[src/rtl/device_io_arbiter.sv]
// Two-requester (CPU / debug) arbiter in front of a single device I/O bus.
// One access in flight, fair tie-break, address window check, fixed read latency.
module device_io_arbiter #(
  parameter int unsigned READ_LAT  = 1,
  parameter logic [23:0] BASE_ADDR = 24'h0
) (
  input  logic        clk,
  input  logic        rst_sync_low,
  input  logic        m0_req,
  input  logic [31:0] m0_addr,
  input  logic [31:0] m0_wdata,
  input  logic        m0_wen,
  output logic        m0_gnt,
  output logic        m0_done,
  output logic        m0_err,
  output logic [31:0] m0_rdata,
  input  logic        m1_req,
  input  logic [31:0] m1_addr,
  input  logic [31:0] m1_wdata,
  input  logic        m1_wen,
  output logic        m1_gnt,
  output logic        m1_done,
  output logic        m1_err,
  output logic [31:0] m1_rdata,
  output logic [31:0] device_io_addr,
  output logic [31:0] device_io_write_data,
  output logic        device_io_wen,
  input  logic [31:0] device_io_read_data,
  output logic        busy
);

  localparam logic [1:0] IDLE  = 2'd0;
  localparam logic [1:0] ISSUE = 2'd1;
  localparam logic [1:0] WAIT  = 2'd2;
  localparam logic [1:0] RESP  = 2'd3;
  localparam logic [3:0] LAT_LOAD = 4'(READ_LAT - 1);

  logic [1:0]  r_state;
  logic        r_last_gnt;
  logic        r_win;
  logic        r_wen;
  logic        r_err_flag;
  logic [31:0] r_addr;
  logic [31:0] r_wdata;
  logic [3:0]  r_cnt;
  logic [1:0]  r_gnt;
  logic [1:0]  r_done;
  logic [1:0]  r_err;
  logic [31:0] r_rdata [2];
  logic [31:0] r_bus_addr;
  logic [31:0] r_bus_wdata;
  logic        r_bus_wen;

  logic [1:0]  w_req;
  logic [1:0]  w_wen;
  logic [31:0] w_addr [2];
  logic [31:0] w_wdata [2];
  logic        w_pick;

  assign w_req      = {m1_req, m0_req};
  assign w_wen      = {m1_wen, m0_wen};
  assign w_addr[0]  = m0_addr;
  assign w_addr[1]  = m1_addr;
  assign w_wdata[0] = m0_wdata;
  assign w_wdata[1] = m1_wdata;

  // On a tie the requester that did not win last time goes next.
  assign w_pick = (w_req == 2'b11) ? ~r_last_gnt : w_req[1];

  always_ff @(posedge clk) begin
    if (!rst_sync_low) begin
      r_state     <= IDLE;
      r_last_gnt  <= 1'b1;
      r_win       <= 1'b0;
      r_wen       <= 1'b0;
      r_err_flag  <= 1'b0;
      r_addr      <= '0;
      r_wdata     <= '0;
      r_cnt       <= '0;
      r_gnt       <= '0;
      r_done      <= '0;
      r_err       <= '0;
      r_rdata[0]  <= '0;
      r_rdata[1]  <= '0;
      r_bus_addr  <= '0;
      r_bus_wdata <= '0;
      r_bus_wen   <= 1'b0;
    end else begin
      r_gnt  <= '0;
      r_done <= '0;
      r_err  <= '0;
      case (r_state)
        IDLE: begin
          r_bus_addr  <= '0;
          r_bus_wdata <= '0;
          r_bus_wen   <= 1'b0;
          if (|w_req) begin
            r_win         <= w_pick;
            r_last_gnt    <= w_pick;
            r_addr        <= w_addr[w_pick];
            r_wdata       <= w_wdata[w_pick];
            r_wen         <= w_wen[w_pick];
            r_err_flag    <= (w_addr[w_pick][31:8] != BASE_ADDR);
            r_gnt[w_pick] <= 1'b1;
            r_state       <= ISSUE;
          end
        end
        ISSUE: begin
          if (r_err_flag) begin
            r_state <= RESP;
          end else begin
            r_bus_addr  <= r_addr;
            r_bus_wdata <= r_wdata;
            r_bus_wen   <= r_wen;
            if (r_wen) begin
              r_state <= RESP;
            end else begin
              r_cnt   <= LAT_LOAD;
              r_state <= WAIT;
            end
          end
        end
        WAIT: begin
          r_bus_wdata <= '0;
          r_bus_wen   <= 1'b0;
          if (r_cnt == 4'd0) begin
            r_state <= RESP;
          end else begin
            r_cnt <= r_cnt - 4'd1;
          end
        end
        default: begin
          // Bus registers lag the state by one cycle, so read data is valid now.
          r_bus_addr   <= '0;
          r_bus_wdata  <= '0;
          r_bus_wen    <= 1'b0;
          r_done[r_win] <= 1'b1;
          r_err[r_win]  <= r_err_flag;
          if (r_err_flag) begin
            r_rdata[r_win] <= '0;
          end else if (!r_wen) begin
            r_rdata[r_win] <= device_io_read_data;
          end
          r_state <= IDLE;
        end
      endcase
    end
  end

  assign m0_gnt               = r_gnt[0];
  assign m1_gnt               = r_gnt[1];
  assign m0_done              = r_done[0];
  assign m1_done              = r_done[1];
  assign m0_err               = r_err[0];
  assign m1_err               = r_err[1];
  assign m0_rdata             = r_rdata[0];
  assign m1_rdata             = r_rdata[1];
  assign device_io_addr       = r_bus_addr;
  assign device_io_write_data = r_bus_wdata;
  assign device_io_wen        = r_bus_wen;
  assign busy                 = (r_state != IDLE);

endmodule
[config.mk]
export PLATFORM = sky130hd
export DESIGN_NAME = device_io_arbiter
export DESIGN_NICKNAME = d
export VERILOG_FILES = /design/src/rtl/device_io_arbiter.sv
export SDC_FILE = /design/constraint.sdc
export NUM_CORES = 1
export LEC_CHECK = 0
export ABC_AREA = 1
export CAP_MARGIN = 0
export CORE_ASPECT_RATIO = 0.7
export CORE_MARGIN = 2
export CORE_UTILIZATION = 35
export CTS_BUF_LIST = sky130_fd_sc_hd__clkbuf_4 sky130_fd_sc_hd__clkbuf_8 sky130_fd_sc_hd__clkbuf_16
export CTS_CLUSTER_SIZE = 40
export DETAILED_ROUTE_END_ITERATION = 8
export DONT_BUFFER_PORTS = 1
export SYNTH_ARGS = -nofsm -noshare
export SYNTH_HDL_FRONTEND = slang
export SYNTH_SLANG_ARGS = --single-unit
[constraint.sdc]
create_clock -name clk -period 3.9 [get_ports clk]
set_input_delay 0.78 -clock clk [delete_from_list [all_inputs] [get_ports clk]]
set_output_delay 0.78 -clock clk [all_outputs]
set_load 0.03 [all_outputs]
== After elaboration in Yosys (flattened, before gate mapping) ==
Memory sizes are Yosys's and may differ from the RTL's.
Index checks and enable logic that the tools add are counted.

* Register bits: 145
* Memories kept: 1
* Memory bits (writable): 64
* Output and inout bits: 136
* Word-level logic and storage cells: 90
* Bits of input ports: 166

{| class="wikitable"
|+ Memory list
! name !! depth !! bits a word !! rd ports !! clocked after Yosys merged registers in !! write ports !! line !! RTL
|-
| r_rdata || 2 || 32 || 2 || 0 || 2 || 49 || <nowiki>logic [31:0] r_rdata [2];</nowiki>
|}

* $lt $le $gt $ge: 5
* Bitwise operators: 6
* Reductions and logical operators: 17
* Equality and inequality tests: 8
* Muxes and demuxes: 38
* Add/subtract/negate cells: 1

{| class="wikitable"
|+ Operators with widths
! kind !! number
|-
| 32-bit 2-to-1 mux || 9
|-
| 32-bit one-hot mux with 2 select lines || 1
|-
| 32-bit OR reduction || 1
|-
| 24-bit nonzero test || 1
|-
| 1-bit 2-to-1 mux || 19
|-
| 4-bit 2-to-1 mux || 3
|-
| 2-bit != test, second input constant || 5
|-
| 4-bit one-hot mux with 2 select lines || 1
|-
| 2-bit AND reduction || 4
|-
| 2-bit one-hot mux with 3 select lines || 1
|-
| 2-bit == test, second input constant || 2
|-
| 4-bit logical NOT || 1
|-
| 1-bit by 2-bit < comparator with 1-bit output, second input constant || 2
|-
| 2-bit 2-to-1 mux || 2
|-
| 4-bit AND reduction || 1
|-
| 2-bit nonzero test || 2
|-
| 4-bit OR reduction || 1
|-
| 4-bit by 1-bit subtractor with 4-bit output, second input constant || 1
|-
| 1-bit inverter || 3
|-
| 3-bit AND reduction || 1
|-
| 3-bit OR reduction || 1
|-
| 2-bit AND || 1
|-
| 1-bit demux with 1-bit select || 2
|-
| 2-bit by 1-bit == test with 1-bit output, second input constant || 1
|-
| other kinds (7) || 9
|}

== Depth between registers and ports, before layout ==
Gate-level depths: netlist (run 1).

* Depth after elaboration: 8
* Depth in mapped cells: 11
* Mapped depth without buffers: 10

== Least setup slack after synthesis (run 1) ==
Ideal clock, no wire load.

* Kind: input port to flip-flop
* From: in rst_sync_low
* To: mem r_rdata[1][0] (enable)
* Buffers on the path: 1
* Stages: 5
* Library setup time: 0.389 ns
* Data required time: 3.511 ns
* Arrival time: 1.917 ns
* Slack: 1.594 ns
* Path through: nand2_1 inv_1 nand3_1 buf_2 nand2_1

{| class="wikitable"
|+ RTL lines
! element !! line !! RTL
|-
| from (decl) || 8 || <nowiki>input logic rst_sync_low,</nowiki>
|-
| to (decl) || 49 ||
|}

== Worst setup path after layout (run 1) ==
* From: reg r_state[0]
* To: out busy

* Longest elaborated chain between the ends: 1

{| class="wikitable"
|+ Ends and longest elaborated chain
! element !! line !! RTL
|-
| from (decl) || 38 || <nowiki>logic [1:0] r_state;</nowiki>
|-
| from (signal assigned) || 72 || <nowiki>r_state <= IDLE;</nowiki>
|-
| from (signal assigned) || 105 || <nowiki>r_state <= ISSUE;</nowiki>
|-
| from (signal assigned) || 110 || <nowiki>r_state <= RESP;</nowiki>
|-
| 2-bit nonzero test || 161 || <nowiki>assign busy = (r_state != IDLE);</nowiki>
|-
| to (decl) || 29 || <nowiki>output logic busy</nowiki>
|}

Every way passes these cells.

==> results, run 1 <==
- The net count after synthesis is 1127.
- Adding up every negative setup slack in the final design gives 0 ns.
- The library cell with the highest instance count after synthesis is nand2_1.
- TritonCTS created 21 clock buffers.
- In the synthesized netlist the async set-or-reset flop fraction comes to 0.
- The area of the die is 25000 um^2.
- The number of H-tree levels is 1.
- STA classifies the critical path endpoint as an output port.
- Counting instances, the worst hold path has a depth of 1.
- The final estimated routing congestion in global placement is roughly 0.82.
- Measured along the y axis, the die boundary spans 133 um.
- After global routing, the most crowded layer is met2.
- The total of warnings raised by yosys is 0.
- Setup repair after global routing left no endpoint under its margin.
- The largest vdd supply drop is 0.272 mV.
- The core outline area is 23500 um^2.
- The maximum number of pins on one net before global-route repair is 86.
- The clock-pin slew of the registers on the worst-case setup and hold paths is about 0.070 ns.
- In this run, synthesis produced a sequential element count of 209.
- In this run the horizontal extent of the chip is about 190 um.
- The sequential cells in the finished layout cover a total of approximately 4800 um^2.
- The flow ran to the end, and the final reports show no timing, DRC or antenna violations.
- The standby leakage power is ~3.4 nW.
- Yosys mapped a number of flops with a built-in enable equal to 64.
- The critical path endpoint is busy.
- Summing all multi-input logic gate instances after layout gives just under 3000 um^2.
- The initial core utilization is 0.355.
- For this run, the leading register cell type out of synthesis is dfxtp_1.
- The total iterations of the first detailed-routing run is 4.
- The filler cell count in the final layout is approximately 2400.
- The worst slew margin relative to its limit is 0.250.
- The hold buffer count at cts is 0.
- For the finished layout, the period the worst path requires is 2.30 ns.
- Dividing the final minimum period by the clock period gives 0.590.
- In this run the worst hold path is classified as input port to flop.
- The sink count of the clock tree is 209.
- Of the post-synthesis cell area, the dominant cell type holds 0.349.
- The clock reaches the later pin of the worst-skew pair after 0.50 ns.
- The residual overflow from global routing is 0.
- Dividing the detail-routed wire length by the instance count gives 17.5 um.
- The signal arrival time at the worst endpoint is ~1.5 ns.
- The distinct cell type count after synthesis is 30.
- In the synthesized netlist, the cells that appear most often are 276 x nand2_1, 145 x dfxtp_1, 82 x a21oi_1.
- The count of nets left with antenna violations after detail routing is 0.
- The number of design-rule violations left by the first detailed-router iteration is 353.
- The worst register-to-register path has a setup slack of 1.62 ns.
- For met3 alone, demand over resource in global routing was 0.0597.
- The post-route standard cell area excluding fillers is roughly 9200 um^2.
- The final number of hold-violating endpoints is 0.
- Derived from the worst setup path, the maximum achievable clock frequency is around 0.43 GHz.
- The leading area contributor after synthesis is dfxtp_1.
- Clock skew on the completed layout was measured at 0.0173 ns.
- The post-synthesis sequential area ratio is 0.580.
- The worst register-to-register path begins at r_state[0]$_SDFFE_PN0P_.
- The via count normalized by instance count is ~5.
- The met1 usage in global routing is 0.215.
- Detailed placement finished with a half-perimeter wire length of 14400 um.
- The first global-routing pass estimated 33300 um of wire.
- The maximum count of clock buffers along a single path is 3.
- Along the worst path, the maximum fanout reaches 4.
- Of the cells placed in the final design, the portion with a size suffix greater than 1 is 0.0736.
- For met2 alone, demand over resource in global routing was 0.261.
- The count of input and output buffers is 0.
- The placed instances occupy a cell area of roughly 8500 um^2.
- The clock root buffer master is clkbuf_16.
- The synthesis-to-layout area growth is 10.7%.
- The via count of the first global-routing pass is 5963.
- The worst register-to-register path has a depth of 7.
- Setup violations remaining at the end of the flow were counted as 0.
- Summing every instance area after synthesis gives ~8300 um^2.
- The repair_antennas step left the layout with diodes totalling 0.
- For the pin with the worst max-slew slack, the measured transition is 1.12 ns.
- Pin placement for this block handled 302 I/O pins.
- The floorplan has 47 rows.
- The sum of routed wire length over all layers is 21900 um.
- The startpoint of the most critical setup path is r_state[0]$_SDFFE_PN0P_.
- Across every metal layer, demand over resource in global routing totals 0.166.
- The number of antenna violations at the first check in global routing came to 0.
- The average footprint of a synthesized cell is 8.71 um^2.
- The element type at the critical path start is a flop.
- The post-cts gate resize count is 0.
- For this run, design rule violations remaining after detail routing come to 0.
- By area the synthesized netlist is led by dfxtp_1 35%, edfxtp_1 23%, nand2_1 12%.
- Synthesis produced 955 cells.
- Detailed routing inserted a total of 6365 vias.
- The number of max-slew violations in the final report is 0.
- The kind of critical path is flop to output port.
- TritonCTS built the clock tree.
- The buffer count from post-CTS setup fixing is 0.
- The worst register-to-register path ends at r_rdata[1][15]$_SDFFCE_PN0P_.
- Max-cap violations in this run came to 0.
- At the worst endpoint, the required time is 3.12 ns.
- The number of nets in the finished design is 1096.
- In this run the power density over the cells is 706 nW/um^2.
==> power breakdown <==
group / internal, mW / switching [mW] / total [mW]
sequential: 2.62 / 0.407 / 3.03
clock: 1.31 / 0.824 / 2.13
combinational: 0.380 / 0.961 / 1.34
==> layer usage <==
metal	up-vias	part of all wire
li1	3155	-
met1	2921	0.44
met2	257	0.44
met3	32	0.095
met4	0	0.025
met5	-	0
==> worst max-delay path: stages, from the launching register on <==
cell and delay, ns:
dfxtp_1 0.36, inv_1 0.09, ha_1 0.23, inv_1 0.36
==> worst min path at each step <==
| stage | from | endpoint | slack [ns] |
|---|---|---|---|
| CTS | rst_sync_low | r_last_gnt$_SDFFE_PN1P_ | 0.38 |
| global placement | r_wdata[6]$_SDFFE_PN0P_ | device_io_write_data[6]$_SDFFE_PN0N_ | 0.44 |
| finish | rst_sync_low | r_last_gnt$_SDFFE_PN1P_ | 0.41 |
| floorplan | r_addr[0]$_SDFFE_PN0P_ | device_io_addr[0]$_SDFFE_PN0P_ | 0.44 |
| global route | rst_sync_low | r_last_gnt$_SDFFE_PN1P_ | 0.37 |
| detailed placement | r_addr[6]$_SDFFE_PN0P_ | device_io_addr[6]$_SDFFE_PN0P_ | 0.45 |
==> kinds of logic after synthesis <==
family / Yosys count / share of synthesized area
AO/OA/AOI/OAI: 217 / 0.143
adder cells (fa/ha/maj): 6 / 0.00902
buffers and inverters: 127 / 0.0686
flip-flops: 209 / 0.580
AND/OR/NAND/NOR: 396 / 0.199
==> area by class of cell <==
| class | instances | area share |
|---|---|---|
| sequential | 209 | 0.524 |
| clock inverter | 7 | 0.0116 |
| multi-input combinational | 619 | 0.318 |
| inverter | 59 | 0.0241 |
| tap | 318 | 0.0432 |
| timing repair buffer | 14 | 0.0114 |
| clock buffer | 30 | 0.0678 |
==> flip-flops by register name, indices dropped and copies added (netlist names) <==
signal,cells
r_done,2
r_err,2
device_io_write_data,32
r_wen,1
r_cnt,4
r_gnt,2
r_addr,32
r_wdata,32
r_rdata,64
r_win,1
r_last_gnt,1
r_state,2
device_io_wen,1
r_err_flag,1
device_io_addr,32
==> placed cells by master (no fill, tap or decap), types with 4 or more instances in the layout <==
cell type and n:
buf_4 14, o21ai_2 7, edfxtp_1 64, ha_1 6
a31oi_1 54, clkbuf_4 4, dfxtp_1 145, nand2_2 4
a21oi_1 82, inv_1 56, nand2_1 275, clkbuf_16 21
o21ai_0 71, nand3_1 18, nor3_1 69, nor2_1 19
nand3b_1 4, clkbuf_8 5
==> through the flow <==
stage | total power [mW] | setup slack [ns] | util | hold slack [ns] | instances
CTS | 6.59 | 1.57 | 0.392 | 0.382 | 1256
floorplan | 4.12 | 1.59 | - | 0.436 | 955
global placement | 4.41 | 1.35 | 0.361 | 0.444 | 1219
global route | 6.90 | 1.40 | 0.392 | 0.372 | 1256
detailed placement | 4.43 | 1.33 | 0.361 | 0.447 | 1219
finish | 6.50 | 1.60 | 0.392 | 0.405 | 1256
No activity file was read; power rests on OpenSTA's default activity.
==> run 2, diff against run 1 <==
Clock period 3.9 ns to 2.1 ns, I/O delays scaled along.
==> results, run 2 (synthesis results as in run 1) <==
- In this run the worst hold path is classified as input port to flop.
- The core outline area is 23500 um^2 (unchanged).
- The area of the multi-input gates was 2930 um^2 (unchanged).
- The number of CTS-inserted buffers is 22 (+4.8%).
- In this run the clock root is driven by a clkbuf_16.
- Among all stages on the critical path, the largest delay is contributed by dfxtp_1.
- The sum of routed wire length over all layers is 22300 um (+1.5%).
- The flow ran to the end, and the final reports show no timing, DRC or antenna violations.
- In the layout the commonest cells are 275 x nand2_1, 145 x dfxtp_1, 82 x a21oi_1.
- TritonCTS built the clock tree.
- Dividing the final minimum period by the clock period gives 0.918.
- The share of post-route cells with drive strength above 1 was 0.0883 (+0.0148).
- From synthesis to final layout, the design area changed by 13.4%.
- The via count of the first global-routing pass is 6148 (+3.1%).
- After global routing, the most crowded layer is met2.
- The maximum number of pins on one net before global-route repair is 76 (-12%).
- Ranked by flip-flop count, first place goes to r_rdata.
- The cell total after placement is 1229 (+0.82%).
- The number of cell instances on the worst register-to-register path is 7 (unchanged).
- The post-layout instance count excluding filler cells is 1269 (+1.0%).
- The delay of the slowest cell on the worst path is 0.35 ns (about the same).
- The met3 track demand over resource is 0.0549 (-0.00477).
- The most critical setup path has its startpoint at r_state[0]$_SDFFE_PN0P_.
- The count of inserted antenna diode cells is 0 (unchanged).
- The initial core utilization is 0.355 (unchanged).
- The total number of vias came to 6422 (+0.90%).
- The worst setup skew after layout is 0.0110 ns (-0.00632 ns).
- The number of H-tree levels came to 1 (unchanged).
- The cell area after placement came to 8630 um^2 (+1.8%).
- The final standard cell utilization of the core is 0.402 (+0.00965).
- The wire length of the first global-routing pass is 34200 um (+2.8%).
- The cell count along the critical path is 4 (+1).
- The flip-flop count of the largest register, all copies and words added was 64 (unchanged).
- The final estimated routing congestion in global placement came to 0.788 (-3.4%).
- The number of antenna violations at the first check in global routing is 0 (unchanged).
- The storage element area is 4820 um^2 (unchanged).
- The area of the die was 25000 um^2 (unchanged).
- The largest vdd supply drop is 0.677 mV (+150%).
- The post-route standard cell area excluding fillers is 9430 um^2 (+2.5%).
- The post-cts gate resize count was 0 (unchanged).
- The clock insertion delay at the later pin of the skew report is 0.50 ns (about the same).
- The setup slack of the most critical reg-to-reg path is 0.33 ns (-1.29 ns).
- The met2 track demand over resource was 0.263 (+0.00205).
- The final number of hold-violating endpoints came to 0 (unchanged).
- The count of input and output buffers is 0 (unchanged).
- The half-perimeter wire length of the detailed placement result is 15100 um (+4.8%).
- The total routing usage reported by global routing is 0.170 (+0.00421).
- The top cell family by delay on the critical path is buffers and inverters.
- The met1 usage in global routing is 0.231 (+0.0160).
- The clock-pin slew of the registers on the worst-case setup and hold paths is 0.06 ns (about the same).
- The number of buffer and inverter stages on the critical path came to 3 (+1).
- The number of maximum-capacitance constraint violations is 0 (unchanged).
- The residual overflow from global routing is 0 (unchanged).
- The filler cell count in the final layout is 2330 (-2.3%).
- The total negative setup slack was 0 ns (unchanged).
- The slew at the pin closest to its max-slew limit is 0.451 ns (-0.669 ns).
- The number of nets in the finished design is 1107 (+1.0%).
- The routed length per instance came to 17.5 um (+0.41%).
- Setup repair after global routing left no endpoint under its margin.
- The most used cell along the critical path is inv_1.
- The standby leakage power is 3.52 nW (+3.0%).
- The total of endpoints with negative setup slack in the final report came to 0 (unchanged).
- The number of design-rule violations left by the first detailed-router iteration is 290 (-18%).
- The number of I/O pins is 302 (unchanged).
- The worst slew margin relative to its limit is 0.699 (+0.449).
- The total power per unit cell area is 1330 nW/um^2 (+89%).
- The total iterations of the first detailed-routing run was 4 (unchanged).
- The number of standard-cell rows in the floorplan came to 47 (unchanged).
- The shortest clock period the worst path allows after layout is 1.93 ns.
- The critical path endpoint is busy.
- The origin of the critical flop-to-flop path is r_state[1]$_SDFFE_PN0P_.
- Static timing analysis puts the maximum clock frequency at 0.518 GHz.
- The count of nets left with antenna violations after detail routing is 0 (unchanged).
- The horizontal die dimension is 188 um (unchanged).
- The signal arrival time at the worst endpoint is 1.51 ns (about the same).
- The DRC violation count after routing was 0 (unchanged).
- The die boundary height came to 133 um (unchanged).
- The buffer count from post-CTS setup fixing was 0 (unchanged).
- The critical path is of the flop to output port type.
- Walking the worst path, the cells encountered are inv_1 -> ha_1 -> inv_1 -> buf_4.
- The maximum fanout encountered on the critical timing path is 4 (unchanged).
- STA classifies the critical path startpoint as a flop.
- The maximum count of clock buffers along a single path came to 3 (unchanged).
- The via count normalized by instance count is 5.06 (-0.14%).
- The number of max-slew violations in the final report was 0 (unchanged).
- The reg-to-reg endpoint is r_addr[9]$_SDFFE_PN0P_.
- The most common library cell in the layout ignoring fill and taps is nand2_1.
- The hold buffer count at cts was 0 (unchanged).
- The sink count of the clock tree is 209 (unchanged).
- The worst setup path is captured at an output port.
- The data required time of the worst path was 1.68 ns (-1.44 ns).
-- run 2: cell type report --
| cell class | instances | share of cell area |
|---|---|---|
| Clock buffer | 30 | 0.0692 |
| Sequential cell | 209 | 0.511 |
| Clock inverter | 10 | 0.0163 |
| Inverter | 59 | 0.0235 |
| Tap cell | 318 | 0.0422 |
| Timing Repair Buffer | 24 | 0.0271 |
| Multi-Input combinational cell | 619 | 0.310 |
-- run 2: routing by layer --
| layer | vias to the layer above | wire length, um |
|---|---|---|
| met5 | - | 0 |
| met4 | 0 | 439 |
| met3 | 31 | 2060 |
| met2 | 241 | 9640 |
| met1 | 2968 | 10100 |
| li1 | 3182 | - |
-- run 2: worst min path at each step --
| stage | from | to | slack [ns] | cells past startpoint |
|---|---|---|---|---|
| 6_report | m1_wdata[10] | r_wdata[10]$_SDFFE_PN0P_ | 0.07 | 2 |
| 4_1_cts | rst_sync_low | r_last_gnt$_SDFFE_PN1P_ | 0.007 | 1 |
| 5_1_grt | rst_sync_low | r_wdata[27]$_SDFFE_PN0P_ | 0.06 | 2 |
| 3_5_place_dp | r_addr[15]$_SDFFE_PN0P_ | device_io_addr[15]$_SDFFE_PN0P_ | 0.45 | 2 |
| 2_1_floorplan | r_addr[0]$_SDFFE_PN0P_ | device_io_addr[0]$_SDFFE_PN0P_ | 0.44 | 2 |
| 3_3_place_gp | r_addr[27]$_SDFFE_PN0P_ | device_io_addr[27]$_SDFFE_PN0P_ | 0.45 | 2 |
-- run 2: where the power goes --
part | switching, mW | leakage (nW) | internal (mW) | total (mW)
Combinational | 1.84 | 1.28 | 0.855 | 2.70
Clock | 1.58 | 0.392 | 2.67 | 4.25
Sequential | 0.759 | 1.85 | 4.87 | 5.63
Total | 4.18 | 3.52 | 8.39 | 12.6
-- run 2: metrics by stage --
step	total power [mW]	hold WS (ns)	setup slack (ns)
after floorplan	7.65	0.436	0.0636
after global placement	8.38	0.445	0.462
after detailed placement	8.43	0.450	0.359
after CTS	12.7	0.00693	0.145
after global routing	13.3	0.0566	0.0666
final	12.6	0.0723	0.171
